==> src/rtl/skid_buf2.sv <==
// rtl/skid_buf2.sv - two-entry in-order output buffer with push/pop/count interface
module skid_buf2 #(
    parameter int W = 16
) (
    input  logic         clk,
    input  logic         reset_n,
    input  logic         push,
    input  logic [W-1:0] push_data,
    input  logic         pop,
    output logic [W-1:0] pop_data,
    output logic [1:0]   count
);

    logic [W-1:0] mem [2];
    logic         wr_ptr;
    logic         rd_ptr;
    logic         do_pop;
    logic         do_push;

    assign do_pop   = pop && (count != 2'd0);
    // A full buffer still takes a push when the head leaves in the same cycle.
    assign do_push  = push && ((count != 2'd2) || do_pop);
    assign pop_data = mem[rd_ptr];

    always_ff @(posedge clk or negedge reset_n) begin
        if (!reset_n) begin
            mem[0] <= '0;
            mem[1] <= '0;
            wr_ptr <= 1'b0;
            rd_ptr <= 1'b0;
            count  <= 2'd0;
        end else begin
            if (do_push) begin
                mem[wr_ptr] <= push_data;
                wr_ptr      <= ~wr_ptr;
            end
            if (do_pop) begin
                rd_ptr <= ~rd_ptr;
            end
            case ({do_push, do_pop})
                2'b10:   count <= count + 2'd1;
                2'b01:   count <= count - 2'd1;
                default: count <= count;
            endcase
        end
    end

endmodule

==> config.mk <==
export PLATFORM = sky130hd
export DESIGN_NAME = skid_buf2
export DESIGN_NICKNAME = d
export VERILOG_FILES = /design/src/rtl/skid_buf2.sv
export SDC_FILE = /design/constraint.sdc
export NUM_CORES = 1
export LEC_CHECK = 0
export ABC_AREA = 1
export CELL_PAD_IN_SITES_DETAIL_PLACEMENT = 2
export CELL_PAD_IN_SITES_GLOBAL_PLACEMENT = 2
export CORE_MARGIN = 4
export CORE_UTILIZATION = 29
export DETAILED_ROUTE_END_ITERATION = 16
export GPL_ROUTABILITY_DRIVEN = 0
export PLACE_DENSITY_LB_ADDON = 0.1
export SKIP_LAST_GASP = 1
export SYNTH_ARGS = -nofsm -noshare
export SYNTH_HDL_FRONTEND = slang
export SYNTH_SLANG_ARGS = --single-unit
==> constraint.sdc <==
create_clock -name clk -period 2 [get_ports clk]
set_input_delay 0.2 -clock clk [delete_from_list [all_inputs] [get_ports clk]]
set_output_delay 0.2 -clock clk [all_outputs]
set_load 0.01 [all_outputs]
==> results.sh <==
export IMPL_synth_seq_cells=36
export IMPL_num_rows=28
export IMPL_postCtsSetupBuffers=0
export IMPL_fillers=708
export IMPL_routed_wirelength_um=5066
export IMPL_slew_headroom_pct=68.09
export IMPL_worstMarginPinSlew_ns=0.4787
export IMPL_grt_use_met2_pct=25.79
export IMPL_cts_clk_slew_worst_paths_ns=0.07
export IMPL_yosys_warnings=0
export IMPL_drt_initial_drc_count=65
export IMPL_regArea_um2=900.9
export IMPL_path_cells="clkinvlp_4 -> buf_4 -> nand2_1 -> nand2_1 -> clkdlybuf4s50_1"
export IMPL_syn_num_nets=239
export IMPL_viasPerCell=4.864
export IMPL_cts_sinks=36
export IMPL_startpoint_type="flop"
export IMPL_cts_path_max_buffers=2
export IMPL_num_vias=1605
export IMPL_ir_drop_uv=534.4
export IMPL_grt_pass1_vias=1803
export IMPL_fp_dieH_um=86.30
export IMPL_fmax_mhz=533.0
export IMPL_p_total_mw=3.592
export IMPL_rsz0062_at_grt="no"
export IMPL_antenna_left=0
export IMPL_critPathKind="reg2out"
export IMPL_fin_tns_setup_ns=0
export IMPL_power_leakage_nw=1.155
export IMPL_fin_crit_sh_pct=93.81
export IMPL_ioPinCount=38
export IMPL_clockRootBuffer="clkbuf_8"
export IMPL_n_antenna_cell=0
export IMPL_crit_top_cell="nand2_1"
export IMPL_setup_viol=0
export IMPL_grt_pass1_wl_um=8687
export IMPL_cp_end_kind="output port"
export IMPL_layout_min_cycle_time_ns=1.876
export IMPL_crit_buf_inv=3
export IMPL_tritoncts="done"
export IMPL_cp_data_arrival_time_ns=1.68
export IMPL_final_hold_viol_count=0
export IMPL_fp_dieW_um=86.30
export IMPL_cpMaxStageDelayCell="clkdlybuf4s50_1"
export IMPL_port_buffers=37
export IMPL_synth_yosys_seq_area_share_pct=50.67
export IMPL_multiInputGateArea_um2=748.2
export IMPL_drt_first_pass_iters=4
export IMPL_grt_met3_usage_pct=3.137
export IMPL_slew_violations=0
export IMPL_maxCapViolCount=0
export IMPL_core_area_um2=5921
export IMPL_busiest_layer="met2"
export IMPL_grt_usage_pct=14.75
export IMPL_place_ws_ns=0.3021
export IMPL_status="finished clean"
export IMPL_nets=278
export IMPL_grt_max_degree=37
export IMPL_cts_buffers=5
export IMPL_wl_per_cell_um=15.35
export IMPL_cts_htree_levels=2
export IMPL_syn_to_final_growth_pct=28.50
export IMPL_syn_avg_cell_area_um2=8.156
export IMPL_drive_above_1_share_pct=8.627
export IMPL_synthDistinctLibCells=16
export IMPL_grt_ovfl_total=0
export IMPL_cp_max_fo=7
export IMPL_cpLargestDelayFamily="buffers and inverters"
export IMPL_synthesis_area_um2=1778
export IMPL_setup_slack_ns=0.1239
export IMPL_drc=0
export IMPL_met1_usage_pct=18.56
export IMPL_syn_inst=218
export IMPL_p_per_area_nw_per_um2=1572
export IMPL_crit_required_ns=1.80
export IMPL_antenna_found_initial=0
export IMPL_hold_slack_ns=0.4703
export IMPL_skew_ns=0.005314
export IMPL_dieArea_um2=7448
export IMPL_hpwl_um=3491
export IMPL_clk_latency_ns=0.28
export IMPL_crit_path_max_incr_delay_ns=0.53
export IMPL_hold_class="reg2reg"
export IMPL_start_util_pct=30.03
## kinds of logic (layout without fill, tap and decap cells)
kind of cell | after synthesis | in the layout | synth area share, %
AND/OR/NAND/NOR | 156 | 156 | 40.11
flip-flops | 36 | 36 | 50.67
buffers and inverters | 22 | 59 | 7.248
XOR/XNOR | 2 | 2 | 0.9854
adder cells (fa/ha/maj) | 1 | 1 | 0.7036
AO/OA/AOI/OAI | 1 | 1 | 0.2812
## synthesized netlist by cell type, drive strengths merged
cell	count	share of area (%)
nand4	33	12
dfrtp	36	51
nand2	118	25
buf	15	5.8
xor2	1	0.49
ha	1	0.70
clkinv	1	0.21
inv	6	1.3
nand3	4	3.2
o21ai	1	0.28
or2	1	0.35
xnor2	1	0.49
## where the power goes
| part | internal (mW) | leakage, nW | switching (mW) |
|---|---|---|---|
| Clock | 0.225 | 0.0359 | 0.247 |
| Combinational | 0.833 | 0.675 | 0.993 |
| Sequential | 1.08 | 0.444 | 0.217 |
| Total | 2.14 | 1.15 | 1.46 |
## worst register-to-register path: cells and delay by family, from the launching register on
kind,cells,cell delay (ns)
AO/OA/AOI/OAI,1,0.33
adder cells (fa/ha/maj),1,0.22
flip-flops,1,0.45
buffers and inverters,1,0.08
AND/OR/NAND/NOR,4,0.47
## registers in the layout, summed over array words and instances, names as in the netlist
name    count
count       2
mem        32
rd_ptr      1
wr_ptr      1
## cells in the final DEF (no fill, tap or decap), drive strengths merged
master,count
dlygate4sd3,1
xnor2,1
ha,1
buf,10
nand3,4
clkbuf,5
or2,1
o21ai,1
nand4,33
xor2,1
clkinvlp,1
clkdlybuf4s50,36
dfrtp,36
inv,6
nand2,118
## area by class of cell
cell class | count | share of cell area [%]
Clock buffer | 5 | 3.012
Inverter | 7 | 1.314
Multi-Input combinational cell | 160 | 32.75
Sequential cell | 36 | 39.43
Tap cell | 75 | 4.107
Timing Repair Buffer | 47 | 19.39
## final timing paths
kind	startpoint	end	slack, ns	cells past startpoint
setup / recovery	rd_ptr	pop_data[14]	0.12	5
hold / removal	mem[18]	mem[18]	0.47	2
setup reg to reg	count[0]	count[1]	0.39	7
hold reg to reg	mem[18]	mem[18]	0.47	2
max in group asynchronous	reset_n	mem[17]	1.16	3
min in group asynchronous	reset_n	mem[20]	0.50	3
## metal layers
metal	part of all wire, %	wire (um)	vias up
met5	0	0	-
met3	3.2	160	4
met2	48	2439	24
li1	-	-	786
met1	48	2420	791
met4	0.89	45	0
## what timing repair did
item                                    CTS  global route
gates resized for setup                   0             1
hold buffers                              1             0
endpoints found under the setup margin    0             1
endpoints found under the hold margin    36             0
## metrics by stage
step	std cells	area [um2]	util [%]
3_5_place_dp	324	2202	37.19
2_1_floorplan	218	1778	-
5_1_grt	330	2285	38.59
3_3_place_gp	324	2202	37.19
4_1_cts	330	2281	38.52
6_report	330	2285	38.59
Note: power is estimated with default switching activity, not from simulation.
